<file path="src/rtl/morse_stream_decoder_if.sv">
// morse_stream_decoder_if: symbol input stream and decoded-character output stream.
interface morse_stream_decoder_if #(parameter int CHAR_W = 8);
    logic [1:0]        sym;
    logic              sym_valid;
    logic              sym_ready;
    logic [CHAR_W-1:0] out_char;
    logic              out_err;
    logic              out_valid;
    logic              out_ready;
    modport master(output sym, sym_valid, out_ready, input sym_ready, out_char, out_err, out_valid);
    modport slave(input sym, sym_valid, out_ready, output sym_ready, out_char, out_err, out_valid);
endinterface

</file>
<file path="src/rtl/morse_stream_decoder.sv">
// morse_stream_decoder: dot/dash/EOC symbol stream to ASCII characters through an output FIFO.
// Define MORSE_SEG7_EN to drive seg with an active-low 7-segment image of the FIFO head.
module morse_stream_decoder #(
    parameter int MAX_LEN    = 6,
    parameter int FIFO_DEPTH = 4,
    parameter int CHAR_W     = 8
) (
    input  logic                   clk,
    input  logic                   rst,
    morse_stream_decoder_if.slave  bus,
    output logic [7:0]             seg,
    output logic                   drop,
    input  logic                   clr_drop
);
    localparam int LW = $clog2(MAX_LEN + 1);
    localparam int AW = $clog2(FIFO_DEPTH);
    // Heap-ordered Morse tree: node i has dot child 2i+1 and dash child 2i+2; '?' marks unassigned codes
    localparam logic [63*8-1:0] TREE = " ETIANMSURWDKGOHVF?L?PJBXCYZQ??54?3???2???????16???????7???8?90";

    typedef enum logic [1:0] {IDLE, COLLECT, DISCARD, DECODE} state_t;

    state_t             state, state_n;
    logic [LW-1:0]      len, len_n;
    logic [MAX_LEN-1:0] pat, pat_n;
    logic               ovf, ovf_n;
    logic               acc, mark, eoc;
    logic [5:0]         idx;
    logic [7:0]         dec_char;
    logic               dec_err;

    assign bus.sym_ready = state != DECODE;
    assign acc  = bus.sym_valid && bus.sym_ready;
    assign mark = acc && ^bus.sym;
    assign eoc  = acc && &bus.sym;

    always_ff @(posedge clk or negedge rst)
        if (!rst) begin
            state <= IDLE;
            len   <= '0;
            pat   <= '0;
            ovf   <= 1'b0;
        end else begin
            state <= state_n;
            len   <= len_n;
            pat   <= pat_n;
            ovf   <= ovf_n;
        end

    always_comb begin
        state_n = state;
        len_n   = len;
        pat_n   = pat;
        ovf_n   = ovf;
        case (state)
            IDLE:
                if (mark) begin
                    state_n = COLLECT;
                    len_n   = LW'(1);
                    pat_n   = MAX_LEN'(bus.sym[1]);
                end else if (eoc) state_n = DECODE;
            COLLECT:
                if (mark && 32'(len) == MAX_LEN) begin
                    state_n = DISCARD;
                    ovf_n   = 1'b1;
                end else if (mark) begin
                    len_n = len + LW'(1);
                    pat_n = MAX_LEN'({pat, bus.sym[1]});
                end else if (eoc) state_n = DECODE;
            DISCARD:
                if (eoc) state_n = DECODE;
            default: begin
                state_n = IDLE;
                len_n   = '0;
                pat_n   = '0;
                ovf_n   = 1'b0;
            end
        endcase
    end

    // Only codes of up to five symbols exist in the tree; longer ones are unlisted
    assign idx      = 6'((32'd1 << len) - 32'd1 + 32'(pat[4:0]));
    assign dec_char = (ovf || 32'(len) > 5) ? 8'h3F : TREE[8*(62-int'(idx)) +: 8];
    assign dec_err  = dec_char == 8'h3F;

    logic [CHAR_W:0] mem [FIFO_DEPTH];
    logic [AW-1:0]   wr_ptr, rd_ptr;
    logic [AW:0]     count;
    logic            wr, full, push, pop;

    assign wr            = state == DECODE;
    assign full          = 32'(count) == FIFO_DEPTH;
    assign pop           = bus.out_valid && bus.out_ready;
    assign push          = wr && (!full || pop);
    assign bus.out_valid = count != '0;
    assign bus.out_char  = bus.out_valid ? mem[rd_ptr][CHAR_W-1:0] : '0;
    assign bus.out_err   = bus.out_valid && mem[rd_ptr][CHAR_W];

    always_ff @(posedge clk)
        if (push) mem[wr_ptr] <= {dec_err, CHAR_W'(dec_char)};

    always_ff @(posedge clk or negedge rst)
        if (!rst) begin
            wr_ptr <= '0;
            rd_ptr <= '0;
            count  <= '0;
            drop   <= 1'b0;
        end else begin
            if (push) wr_ptr <= wr_ptr + AW'(1);
            if (pop) rd_ptr <= rd_ptr + AW'(1);
            count <= count + (AW+1)'(push) - (AW+1)'(pop);
            drop  <= (wr && !push) || (drop && !clr_drop);
        end

`ifdef MORSE_SEG7_EN
    always_comb begin
        seg = 8'hFF;
        if (bus.out_valid)
            case (bus.out_char)
                "0": seg = 8'h81;
                "1": seg = 8'hCF;
                "2": seg = 8'h92;
                "3": seg = 8'h86;
                "4": seg = 8'hCC;
                "5": seg = 8'hA4;
                "6": seg = 8'hA0;
                "7": seg = 8'h8F;
                "8": seg = 8'h80;
                "9": seg = 8'h84;
                "A": seg = 8'h88;
                "B": seg = 8'hE0;
                "C": seg = 8'hB1;
                "D": seg = 8'hC2;
                "E": seg = 8'hB0;
                "F": seg = 8'hB8;
                default: seg = 8'hFF;
            endcase
    end
`else
    assign seg = 8'hFF;
`endif
endmodule

</file>
<file path="src/flat_wrapper.sv">
// flat-port wrapper written by rule: the top's interface ports become plain ports
module morse_stream_decoder_flat 
#(
    parameter int MAX_LEN    = 6,
    parameter int FIFO_DEPTH = 4,
    parameter int CHAR_W     = 8
)
  (clk, rst, seg, drop, clr_drop, bus_sym, bus_sym_valid, bus_out_ready, bus_sym_ready, bus_out_char, bus_out_err, bus_out_valid);
  morse_stream_decoder_if #(.CHAR_W(CHAR_W)) bus_i ();
  input  logic clk;
  input  logic rst;
  output logic [7:0] seg;
  output logic drop;
  input  logic clr_drop;
  input wire logic [$bits(bus_i.sym)-1:0] bus_sym;
  input wire logic [$bits(bus_i.sym_valid)-1:0] bus_sym_valid;
  input wire logic [$bits(bus_i.out_ready)-1:0] bus_out_ready;
  output wire logic [$bits(bus_i.sym_ready)-1:0] bus_sym_ready;
  output wire logic [$bits(bus_i.out_char)-1:0] bus_out_char;
  output wire logic [$bits(bus_i.out_err)-1:0] bus_out_err;
  output wire logic [$bits(bus_i.out_valid)-1:0] bus_out_valid;
  assign bus_i.sym = bus_sym;
  assign bus_i.sym_valid = bus_sym_valid;
  assign bus_i.out_ready = bus_out_ready;
  assign bus_sym_ready = bus_i.sym_ready;
  assign bus_out_char = bus_i.out_char;
  assign bus_out_err = bus_i.out_err;
  assign bus_out_valid = bus_i.out_valid;
  morse_stream_decoder #(.MAX_LEN(MAX_LEN), .FIFO_DEPTH(FIFO_DEPTH), .CHAR_W(CHAR_W)) u_core (.clk(clk), .rst(rst), .bus(bus_i), .seg(seg), .drop(drop), .clr_drop(clr_drop));
endmodule
</file>
<file path="config.mk">
export PLATFORM = sky130hd
export DESIGN_NAME = morse_stream_decoder_flat
export DESIGN_NICKNAME = d
export VERILOG_FILES = /design/src/rtl/morse_stream_decoder_if.sv /design/src/rtl/morse_stream_decoder.sv /design/src/flat_wrapper.sv
export SDC_FILE = /design/constraint.sdc
export NUM_CORES = 1
export LEC_CHECK = 0
export ABC_CLOCK_PERIOD_IN_PS = 4250
export BUFFER_PORTS_ARGS = -buffer_cell sky130_fd_sc_hd__buf_2
export CAP_MARGIN = 20
export CELL_PAD_IN_SITES_DETAIL_PLACEMENT = 0
export CELL_PAD_IN_SITES_GLOBAL_PLACEMENT = 2
export CORE_MARGIN = 2
export CORE_UTILIZATION = 41
export CTS_BUF_LIST = sky130_fd_sc_hd__clkbuf_4 sky130_fd_sc_hd__clkbuf_8
export DETAILED_ROUTE_END_ITERATION = 12
export GPL_TIMING_DRIVEN = 0
export PLACE_DENSITY_LB_ADDON = 0.2
export SYNTH_ARGS = -nofsm -noshare
export SYNTH_HDL_FRONTEND = slang
export SYNTH_SLANG_ARGS = --single-unit
</file>
<file path="constraint.sdc">
create_clock -name clk -period 4.25 [get_ports clk]
set_input_delay 0.425 -clock clk [delete_from_list [all_inputs] [get_ports clk]]
set_output_delay 0.425 -clock clk [all_outputs]
set_load 0.01 [all_outputs]
</file>
* Word level (Yosys, flattened, before mapping)
Memories as Yosys holds them, arrays and structs flattened.
Index checks and enable logic that the tools add are counted.
Widths: inputs -> output; s select.
** Word-level totals
- Bits in registers :: 19
- Bits in latches :: 0
- Memory bits (writable) :: 36
- Memory bits (read-only) :: 0
- Output and inout port bits :: 20
- Memories :: 1
** Memory list
- u_core.mem :: words 4, width 9, read ports 1, clocked after memory_dff 0, write ports 1, line morse_stream_decoder.sv:85 : logic [CHAR_W:0] mem [FIFO_DEPTH];
** Cells by class
- Add/sub/neg operators :: 8
- Multiply operators :: 0
- Divide/modulo/power cells :: 0
- Magnitude comparators :: 1
- Equality and inequality tests :: 12
- Shift-type cells :: 2
- Multiplexer cells :: 19
- Bitwise operators :: 2
- Reduce and logical (&&, ||, !) cells :: 22
** Operator list (number)
- $shiftx 504x32->8 const A :: 1
- $mux 8 :: 2
- $mux 5 :: 3
- $pmux 5 s3 :: 1
- $logic_and 1x1->1 :: 9
- $mux 3 :: 3
- $pmux 3 s3 :: 1
- $eq 8x6->1 const B :: 1
- $mux 2 :: 4
- $sub 6x6->7 const A :: 1
- $add 6x5->6 :: 1
- $eq 3x3->1 const B :: 2
- $ne 2x1->1 const B :: 3
- $pmux 2 s3 :: 1
- $shl 1x3->6 const A :: 1
- $sub 6x1->6 const B :: 1
- $add 2x1->2 const B :: 2
- $eq 2x2->1 const B :: 2
- $ne 2x2->1 const B :: 2
- $reduce_and 2->1 :: 2
- $reduce_and 4->1 :: 1
- $add 3x1->3 :: 1
- $add 3x1->3 const B :: 1
- $gt 3x3->1 const B :: 1
- 12 further kinds :: 19

* Logic depth before layout (Yosys ltp)
Gate-level depths: netlist of the first run.
- Depth after elaboration :: 7
- Gate-level depth with buffers :: 15

* Worst setup path after synthesis of the first run
Ideal clock, no wire load.
- Kind :: register -> register
- From :: register u_core.len[1]
- To :: memory u_core.mem[0][8] (netlist name), data pin
- Library setup time :: 0.149 ns
- Data arrival time :: 3.530 ns
- Path slack :: 0.571 ns
- Cell stages (with the launch flop) :: 15
- Path buffers :: 0
- Period minus slack after synthesis :: 3.679 ns
- Path through :: dfrtp_1 -> inv_1 -> ha_1 -> nand2_1 -> ha_1 -> inv_1 -> ha_1 -> fa_1 -> xnor2_2 -> a311oi_2 -> a211oi_2 -> a41oi_2 -> or3b_1 -> o221ai_2 -> and4_1
** On the way
- Longest elaborated chain between the ends :: 7
- Elaborated cells on any way between the ends :: 9
- Those cells by class :: add/sub (3); order compare (1); eq/ne (1); shift (2); mux (1); reduce/logical (1)
** RTL lines
- from (decl) :: line morse_stream_decoder.sv:23 : logic [LW-1:0] len, len_n;
- from (signal assigned) :: line morse_stream_decoder.sv:44 : len <= len_n;
- $shl 1x3->6 :: line morse_stream_decoder.sv:81 : assign idx = 6'((32'd1 << len) - 32'd1 + 32'(pat[4:0]));
- $sub 6x1->6 :: line morse_stream_decoder.sv:81
- $add 6x5->6 :: line morse_stream_decoder.sv:81
- $sub 6x6->7 :: line morse_stream_decoder.sv:82 : assign dec_char = (ovf || 32'(len) > 5) ? 8'h3F : TREE[8*(62-int'(idx)) +: 8];
- $shiftx 504x32->8 :: line morse_stream_decoder.sv:82
- $mux 8 * :: line morse_stream_decoder.sv:82
- net u_core.dec_char[2] :: line morse_stream_decoder.sv:28 : logic [7:0] dec_char;
- $eq 8x6->1 * :: line morse_stream_decoder.sv:83 : assign dec_err = dec_char == 8'h3F;
- net u_core.dec_err :: line morse_stream_decoder.sv:29 : logic dec_err;
- to (decl) :: line morse_stream_decoder.sv:85
The timed path passes the listed nets; every way through them passes the cells marked *.

* Worst setup path after layout of the first run
- From :: register u_core.len[1]
- To :: memory u_core.mem[1][8] (netlist name), data pin
Same word-level chain as after synthesis.

==> summary.md, run 1 <==
| Metric | Value |
|---|---|
| Total placed cells including tap cells | `~470` |
| CP startpoint kind | `flip-flop` |
| Most frequent cells in the layout | `nand2_1, edfxtp_1, inv_1, ha_1, a21oi_1` |
| Crit Path Max Fanout | `8` |
| Cells after Synth | `337` |
| Largest net degree at the start of global routing | `20` |
| Starting Density | `42.2%` |
| Maximum clock insertion buffer count | `2` |
| Post-synth EDFFs | `32` |
| Worst-path clk slew | `0.09 ns` |
| Worst endpoint data arrival time | `4.15 ns` |
| Grt ovf | `0` |
| First-pass GRT wire length | `12.0 mm` |
| GPL Wtd Cong | `around 0.84` |
| Period Utilization, post-route | `94.5%` |
| Avg Vias per Cell | `5.37` |
| GRT Total Usage | `16.8%` |
| Syn Std Cell Area | `between 3000 and 4000 µm²` |
| Setup violators final | `0` |
| Area leader, netlist | `edfxtp_1` |
| Die Height | `96.0 µm` |
| H-tree levels | `2` |
| Most common cell after layout, fill and taps aside | `nand2_1` |
| IO Port Bufs | `17` |
| # DRC | `0` |
| Area growth syn-to-layout | `13.3%` |
| R2R Path Start | `u_core.len[1]` |
| Sequential share of the synthesized area | `41.4%` |
| Clk root buf | `clkbuf_8` |
| Avg Cell Area, Syn | `10.3 µm²` |
| Vias | `2560` |
| Final antenna-violating net count | `0` |
| Worst setup margin | `0.235 ns` |
| # rows | `33` |
| Worst R2R End | `u_core.mem[1][8]` |
| Diode count | `0` |
| Dominant cells by area after synthesis | `edfxtp_1, dfrtp_1, ha_1, mux4_2, nand2_1` |
| First-pass detailed-route iteration total | `4` |
| Type of the worst setup path | `reg -> reg` |
| Placement Setup Slack | `-0.198 ns` |
| Crit end category | `flip-flop` |
| Die width | `96.0 µm` |
| DP HPWL | `5.36 mm` |
| DP Area | `3710 µm²` |
| Reg2reg setup slack | `0.24 ns` |
| Non-Filler Instances | `between 400 and 500` |
| Asr flop ratio synth | `37.3%` |
| Clock Skews | `0.00696 ns` |
| Initial DRC Count | `139` |
| Top FF cell, synth | `edfxtp_1` |
| Drt total wl | `between 7 and 8 mm` |
| Synth top area share | `between 20 and 30%` |
| Status | `finished clean` |
| Die Area | `9220 µm²` |
| Yosys warnings | `0` |
| Max cap viols | `0` |
| Worst-Skew Late Latency | `between 0.2 and 0.3 ns` |
| Hold crit path type | `in -> async` |
| Vias in the first global route | `2514` |
| Critical path launch point | `u_core.len[1]` |
| Average wire per standard cell | `15.2 µm` |
| Netlist cell types | `66` |
| Hold_buf cts | `0` |
| Min Hold Slack | `a little over 0.06 ns` |
| Layout cell share with drive strength beyond 1 | `approximately a fifth` |
| CTS tree | `yes` |
| Unrepaired setup endpoints after global routing | `no` |
| Worst rel slew slack | `47.7%` |
| CTS sink count | `51` |
| Nets | `402` |
| Critical Path Sink | `u_core.mem[1][8]` |
| Worst-Margin Slew | `between 0.7 and 0.8 ns` |
| Crit path required time | `4.39 ns` |
| Io pins | `27` |
| Core area | `8220 µm²` |
| Initial antenna violation count | `0` |
| Final Hold Viols | `0` |
| Yosys reg bits | `51` |
| Max Slew Vio Count | `0` |
| Maximum clock rate | `0.249 GHz` |
| CTS buffer count | `5` |
| R2R cell count | `15` |
| Post-route cell area | `3930 µm²` |
| Post-layout min period | `4.01 ns` |
## timing repair
action | CTS | global route
gates resized for setup | 5 | 12
pin swaps | 0 | 2
setup buffers | 0 | 3
endpoints found under the setup margin | 12 | 24
cloned | 0 | 0
## state kept, by name, summed over array words and instances (netlist names)
name / flops
u_core.mem: 32
u_core.pat: 5
u_core.count: 3
u_core.len: 3
u_core.rd_ptr: 2
u_core.state: 2
u_core.wr_ptr: 2
u_core.drop: 1
u_core.ovf: 1
## per-layer routing
metal	share of wire (%)	global-route usage [%]	vias up
met2	49	28.8	40
met1	48	22.3	1249
met3	2.9	1.88	2
li1	-	-	1269
met5	0	0	-
met4	0.55	5.24	0
## layout make-up
cell class / count / area, µm²
clock buffer: 5 / 68.8
timing repair buffer: 20 / 108
buffer: 22 / 124
inverter: 28 / 105
sequential: 51 / 1440
tap: 105 / 131
fill: 782 / 4280
clock inverter: 3 / 43.8
multi-input combinational: 243 / 1920
## Yosys cell counts (3+ instances only)
cell type,instances
nand2_1,34
edfxtp_1,32
inv_1,28
ha_1,22
a21oi_1,21
dfrtp_1,19
o21ai_0,19
and2_1,14
nand3_1,11
nor2_1,11
clkbuf_1,10
xnor2_1,10
buf_4,9
mux4_2,8
nand2b_1,5
nand4_1,5
a221oi_1,3
a31oi_1,3
buf_2,3
nor3_1,3
nor3b_1,3
o21a_1,3
or2_2,3
## cell families after synthesis
family          Yosys count  synth area share, %
fa+ha+maj                24                 9.08
simple gates            104                 15.7
compound gates           79                 15.8
other cells               2                0.216
buf+inv                  50                 6.49
mux                      11                 6.09
xor+xnor                 16                 5.26
flops                    51                 41.4
## stage by stage
| step | setup TNS [ns] | util (%) |
|---|---|---|
| final | 0 | 47.9 |
| after global routing | 0 | 47.9 |
| after CTS | 0 | 46.9 |
| after detailed placement | -0.839 | 45.2 |
| after global placement | -0.650 | 45.2 |
| after floorplan | 0 | - |
## worst min-delay path by stage
stage	start	endpoint	slack, ns	depth (start not counted)
finish	rst	u_core.pat[1]	0.06	1
global route	rst	u_core.pat[1]	0.09	1
CTS	rst	u_core.pat[0]	0.07	1
detailed placement	rst	u_core.pat[1]	0.40	1
global placement	rst	u_core.pat[2]	0.39	1
floorplan	rst	u_core.count[0]	0.13	0
## worst max-delay path, stage by stage (launching register included)
cell	delay (ns)
dfrtp_1	0.43
inv_1	0.11
ha_1	0.22
nand2_1	0.09
ha_1	0.27
inv_1	0.04
ha_1	0.22
fa_2	0.57
nand3b_1	0.16
buf_4	0.20
xnor2_2	0.39
nor2_2	0.05
o21ai_1	0.13
or3b_1	0.39
o221ai_2	0.30
and4_1	0.30
Power of run 1 is not shown: default switching activity piles up to over one toggle a cycle in this logic, so the estimate is an artifact.
==> run 2: changes to the inputs <==
--- a/config.mk
+++ b/config.mk
@@ -5,17 +5,19 @@
 export SDC_FILE = /design/constraint.sdc
 export NUM_CORES = 1
 export LEC_CHECK = 0
+export ABC_AREA = 1
 export ABC_CLOCK_PERIOD_IN_PS = 4250
 export BUFFER_PORTS_ARGS = -buffer_cell sky130_fd_sc_hd__buf_2
 export CAP_MARGIN = 20
 export CELL_PAD_IN_SITES_DETAIL_PLACEMENT = 0
 export CELL_PAD_IN_SITES_GLOBAL_PLACEMENT = 2
 export CORE_MARGIN = 2
-export CORE_UTILIZATION = 41
+export CORE_UTILIZATION = 37
 export CTS_BUF_LIST = sky130_fd_sc_hd__clkbuf_4 sky130_fd_sc_hd__clkbuf_8
 export DETAILED_ROUTE_END_ITERATION = 12
 export GPL_TIMING_DRIVEN = 0
 export PLACE_DENSITY_LB_ADDON = 0.2
+export SKIP_CTS_REPAIR_TIMING = 1
 export SYNTH_ARGS = -nofsm -noshare
 export SYNTH_HDL_FRONTEND = slang
 export SYNTH_SLANG_ARGS = --single-unit
==> run 2 against run 1 <==
  * Worst setup slack better by 0.12 ns
  * Clock skew rose by 0.0022 ns
  * Clock-buffer cell count grew 1
  * Synthesized cell count increased by 27%
  * Via count increased by 8.3%
  * Register-to-register slack better by 0.12 ns
  * Die area grew 9.5%
  * Critical endpoint is now u_core.mem[2][8]
  * Critical path depth unchanged
  * First-iteration DRC count down 24%
  * Cell area is 3.7% lower
  * Highest routed layer unchanged
  * Critical path type unchanged
  * Area after synthesis fell by 0.83%
==> summary.md, run 2 <==
| Metric | Value |
|---|---|
| # DRC | `0` |
| Status | `finished clean` |
| CTS buffer count | `5` |
| Commonest cells in the netlist | `nand2_1, nor2_1, inv_1` |
| Post-layout min period | `3.90 ns` |
| Initial DRC Count | `106` |
| Layout cell share with drive strength beyond 1 | `about an eighth` |
| Clk root buf | `clkbuf_8` |
| Final Hold Viols | `0` |
| CTS sink count | `51` |
| # fillers | `946` |
| Area leader, netlist | `edfxtp_1` |
| Worst-path clk slew | `0.09 ns` |
| Die Area | `10100 µm²` |
| Starting Density | `37.6%` |
| Io pins | `27` |
| Area growth syn-to-layout | `10.0%` |
| Worst endpoint data arrival time | `4.00 ns` |
| Worst rel slew slack | `45.3%` |
| Avg Vias per Cell | `4.84` |
| Worst-Skew Late Latency | `0.30 ns` |
| Syn Std Cell Area | `3440 µm²` |
| Vias in the first global route | `2699` |
| Max cap viols | `0` |
| Crit end category | `flip-flop` |
| Diode count | `0` |
| Netlist cell types | `38` |
| Period Utilization, post-route | `91.7%` |
| Crit Path Max Fanout | `10` |
| Asr flop ratio synth | `37.3%` |
| Worst-Margin Slew | `0.818 ns` |
| Yosys reg bits | `51` |
| Unrepaired setup endpoints after global routing | `no` |
| Sequential share of the synthesized area | `41.7%` |
| GRT Total Usage | `~16%` |
| IO Port Bufs | `17` |
| Initial antenna violation count | `0` |
| Synth top area share | `27.9%` |
| Most common cell in the netlist | `nand2_1` |
| Maximum clock rate | `0.257 GHz` |
| Vias | `2772` |
| Yosys warnings | `0` |
| First-pass GRT wire length | `12.8 mm` |
| Top FF cell, synth | `edfxtp_1` |
| Die width | `100 µm` |
| Setup violators final | `0` |
| Drt total wl | `7.40 mm` |
| Total negative slack | `0 ns` |
| Cells after Synth | `429` |
| Most common cell after layout, fill and taps aside | `nand2_1` |
| Final antenna-violating net count | `0` |
| Dominant cells by area after synthesis | `edfxtp_1, dfrtp_1, nand2_1, ha_1, nor2_1` |
| Average wire per standard cell | `12.9 µm` |
| DP HPWL | `5.65 mm` |
| GPL Wtd Cong | `0.821` |
| CP startpoint kind | `flip-flop` |
| Nets | `492` |
| Avg Cell Area, Syn | `8.02 µm²` |
| Crit path required time | `about 4.4 ns` |
| H-tree levels | `2` |
| CTS tree | `yes` |
| Largest Register | `u_core.mem` |
| # rows | `35` |
| Die Height | `100 µm` |
| Clock Skews | `between 0.009 and 0.01 ns` |
| Grt ovf | `0` |
| Core area | `9150 µm²` |
| Maximum clock insertion buffer count | `2` |
| Most frequent cells in the layout | `nand2_1, nor2_1, inv_1, nand3_1, edfxtp_1` |
| Hold crit path type | `in -> async` |
| Max FFs per register | `32` |
| Max Slew Vio Count | `0` |
| Largest registers | `u_core.mem (32), u_core.pat (5)` |
| First-pass detailed-route iteration total | `4` |
| Largest net degree at the start of global routing | `20` |
| Type of the worst setup path | `reg -> reg` |
| Post-synth EDFFs | `32` |
## run 2: critical path, stage by stage, from the launching register on
cell and delay, ns:
dfrtp_1 0.41, inv_1 0.12, ha_1 0.23, nand2_1 0.08, ha_1 0.27, inv_1 0.04
ha_1 0.22, fa_1 0.53, xnor2_1 0.41, clkbuf_1 0.45, nand3_1 0.18, nand4_1 0.12
nand3_1 0.12, nand2_1 0.17, nand3_1 0.09, nor2_1 0.26
## run 2: layer usage
metal	global-route usage [%]	wire length [µm]
met1	21.3	3540
met2	27.2	3620
met3	1.73	161
met4	4.53	80
met5	0	0
## run 2: final cells by class
class | count | area (µm²) | share of cell area, %
buffer | 17 | 114 | 3.01
sequential | 51 | 1440 | 37.9
clock buffer | 6 | 76.3 | 2.02
multi-input combinational | 308 | 1690 | 44.6
tap | 111 | 139 | 3.67
inverter | 60 | 228 | 6.01
timing repair buffer | 18 | 90.1 | 2.38
clock inverter | 2 | 12.5 | 0.330
## run 2: final timing paths
path | start | to | slack (ns) | cells past startpoint
max | u_core.len[1] | u_core.mem[2][8] | 0.35 | 15
min | rst | u_core.len[0] | 0.05 | 1
max reg2reg | u_core.len[1] | u_core.mem[2][8] | 0.35 | 15
min reg2reg | u_core.wr_ptr[0] | u_core.wr_ptr[0] | 0.53 | 1
max in group asynchronous | rst | u_core.len[1] | 3.89 | 1
min in group clk | clr_drop | u_core.drop | 0.29 | 2
## run 2: cell families (layout without fill, tap and decap cells)
| family | count (synthesis) | after routing | synth area share, % |
|---|---|---|---|
| AND/OR/NAND/NOR | 212 | 212 | 27.4 |
| buffers and inverters | 77 | 103 | 9.92 |
| AO/OA/AOI/OAI | 56 | 56 | 9.20 |
| flip-flops | 51 | 51 | 41.7 |
| adder cells (fa/ha/maj) | 24 | 24 | 9.16 |
| XOR/XNOR | 7 | 7 | 2.33 |
| other | 2 | 9 | 0.218 |
## run 2: metrics by stage
| step | util, % | setup slack (ns) | hold WS (ns) | instance area (µm²) | instances |
|---|---|---|---|---|---|
| 6_report | 41.4 | 0.353 | 0.0549 | 3790 | 573 |
| 5_1_grt | 41.4 | 0.00103 | 0.0905 | 3790 | 573 |
| 4_1_cts | 41.4 | 0.323 | 0.0701 | 3790 | 573 |
| 3_5_place_dp | 40.4 | 0.353 | 0.402 | 3700 | 565 |
| 3_3_place_gp | 40.3 | 0.318 | 0.394 | 3690 | 564 |
| 2_1_floorplan | - | 0.971 | 0.129 | 3470 | 436 |
Power of run 2 is left out for the same reason.
==> run 3: changes to the inputs <==
--- a/config.mk
+++ b/config.mk
@@ -11,6 +11,7 @@
 export CAP_MARGIN = 20
 export CELL_PAD_IN_SITES_DETAIL_PLACEMENT = 0
 export CELL_PAD_IN_SITES_GLOBAL_PLACEMENT = 2
+export CORE_ASPECT_RATIO = 1.4
 export CORE_MARGIN = 2
 export CORE_UTILIZATION = 37
 export CTS_BUF_LIST = sky130_fd_sc_hd__clkbuf_4 sky130_fd_sc_hd__clkbuf_8
==> run 3 against run 2 <==
  * Register-to-register slack about the same
  * Critical path depth unchanged
  * Via count shrank 0.32%
  * Maximum frequency barely moved
  * Clock-buffer cell count did not move
  * Non-clock buffer count unchanged
  * Global-route usage is 0.57 points higher
  * Sequential share of layout area grew 0.050 points
==> summary.md, run 3 (synthesis results as in run 2) <==
| Metric | Value |
|---|---|
| Vias in the first global route | `2759` |
| Clock Skews | `around 0.0097 ns` |
| Maximum clock insertion buffer count | `2` |
| Drt total wl | `~7.6 mm` |
| Worst endpoint data arrival time | `4.00 ns` |
| Worst path cell trace | `inv_1, ha_1, nand2_1, ha_1, inv_1, ha_1, fa_1, xnor2_1, clkbuf_1, nand3_1, nand4_1, nand3_1, nand2_1, nand3_1, nor2_1` |
| Maximum clock rate | `0.257 GHz` |
| Max cap viols | `0` |
| Die width | `around 86 µm` |
| Final antenna-violating net count | `0` |
| Initial antenna violation count | `0` |
| Die Area | `10100 µm²` |
| Period Utilization, post-route | `91.7%` |
| Worst setup margin | `0.353 ns` |
| Clk root buf | `clkbuf_8` |
| GPL Wtd Cong | `roughly 0.84` |
| Layout cell share with drive strength beyond 1 | `13.2%` |
| Worst-Margin Slew | `0.817 ns` |
| First-pass detailed-route iteration total | `4` |
| Area growth syn-to-layout | `9.85%` |
| Setup violators final | `0` |
| Core area | `9030 µm²` |
| # DRC | `0` |
| Worst-path clk slew | `~0.09 ns` |
| Crit path depth | `15` |
| Grt ovf | `0` |
| CP startpoint kind | `flip-flop` |
| Largest Register | `u_core.mem` |
| Crit Path Max Fanout | `10` |
| Die Height | `118 µm` |
| Most frequent cells in the layout | `nand2_1, nor2_1, inv_1, nand3_1, edfxtp_1` |
| Min Hold Slack | `0.0503 ns` |
| IO Port Bufs | `17` |
| Starting Density | `38.1%` |
| Hold crit path type | `in -> async` |
| Vias | `2763` |
| Worst rel slew slack | `45.4%` |
| Status | `finished clean` |
| H-tree levels | `2` |
| Io pins | `27` |
| First-pass GRT wire length | `13.2 mm` |
| Unrepaired setup endpoints after global routing | `no` |
| Post-layout min period | `3.90 ns` |
| Type of the worst setup path | `reg -> reg` |
| R2R cell count | `15` |
| Average wire per standard cell | `13.3 µm` |
| Most common cell after layout, fill and taps aside | `nand2_1` |
| Diode count | `0` |
| CTS sink count | `51` |
| Placement Setup Slack | `just over 0.4 ns` |
| Nets | `492` |
| Max FFs per register | `32` |
| Largest registers | `u_core.mem (32), u_core.pat (5)` |
| CP bufs+invs | `3` |
| Worst-Skew Late Latency | `0.30 ns` |
| Crit path required time | `4.35 ns` |
| Max Slew Vio Count | `0` |
| CTS tree | `yes` |
| # rows | `41` |
| Crit end category | `flip-flop` |
| Final Hold Viols | `0` |
| CTS buffer count | `5` |
| Total negative slack | `0 ns` |
| Delay-heaviest family, CP | `adder cells` |
| Slowest stage cell, crit path | `fa_1` |
| Avg Vias per Cell | `4.86` |
| Initial DRC Count | `129` |
| Largest net degree at the start of global routing | `20` |
| GRT Total Usage | `around 16%` |
| DP HPWL | `5.82 mm` |
| Largest stage delay, worst path | `0.54 ns` |
## run 3: path summary, 6_finish.rpt
path	from	to	slack (ns)
setup / recovery	u_core.len[1]	u_core.mem[0][8]	0.35
hold / removal	rst	u_core.pat[3]	0.05
setup reg to reg	u_core.len[1]	u_core.mem[0][8]	0.35
hold reg to reg	u_core.drop	u_core.drop	0.53
max in group asynchronous	rst	u_core.len[0]	3.90
min in group clk	clr_drop	u_core.drop	0.29
## run 3: metal layers
layer	GRT usage (%)	wire [µm]	up-vias
met3	1.68	164	9
met5	0	0	-
met1	19.7	3230	1270
li1	-	-	1441
met4	6.25	167	0
met2	29.6	4000	43
## run 3: area by class of cell
type	count	area (µm²)
Buffer	17	114
Clock buffer	6	76.3
Clock inverter	2	12.5
Fill cell	979	5250
Inverter	60	228
Multi-Input combinational cell	308	1690
Sequential cell	51	1440
Tap cell	107	134
Timing Repair Buffer	18	90.1
## run 3: stage by stage
| stage | utilization, % | cell area (µm²) | instances |
|---|---|---|---|
| finish | 41.9 | 3780 | 569 |
| CTS | 41.9 | 3780 | 569 |
| floorplan | - | 3470 | 436 |
| detailed placement | 40.9 | 3690 | 561 |
| global placement | 40.8 | 3690 | 560 |
| global route | 41.9 | 3780 | 569 |
Power of run 3 is left out for the same reason.
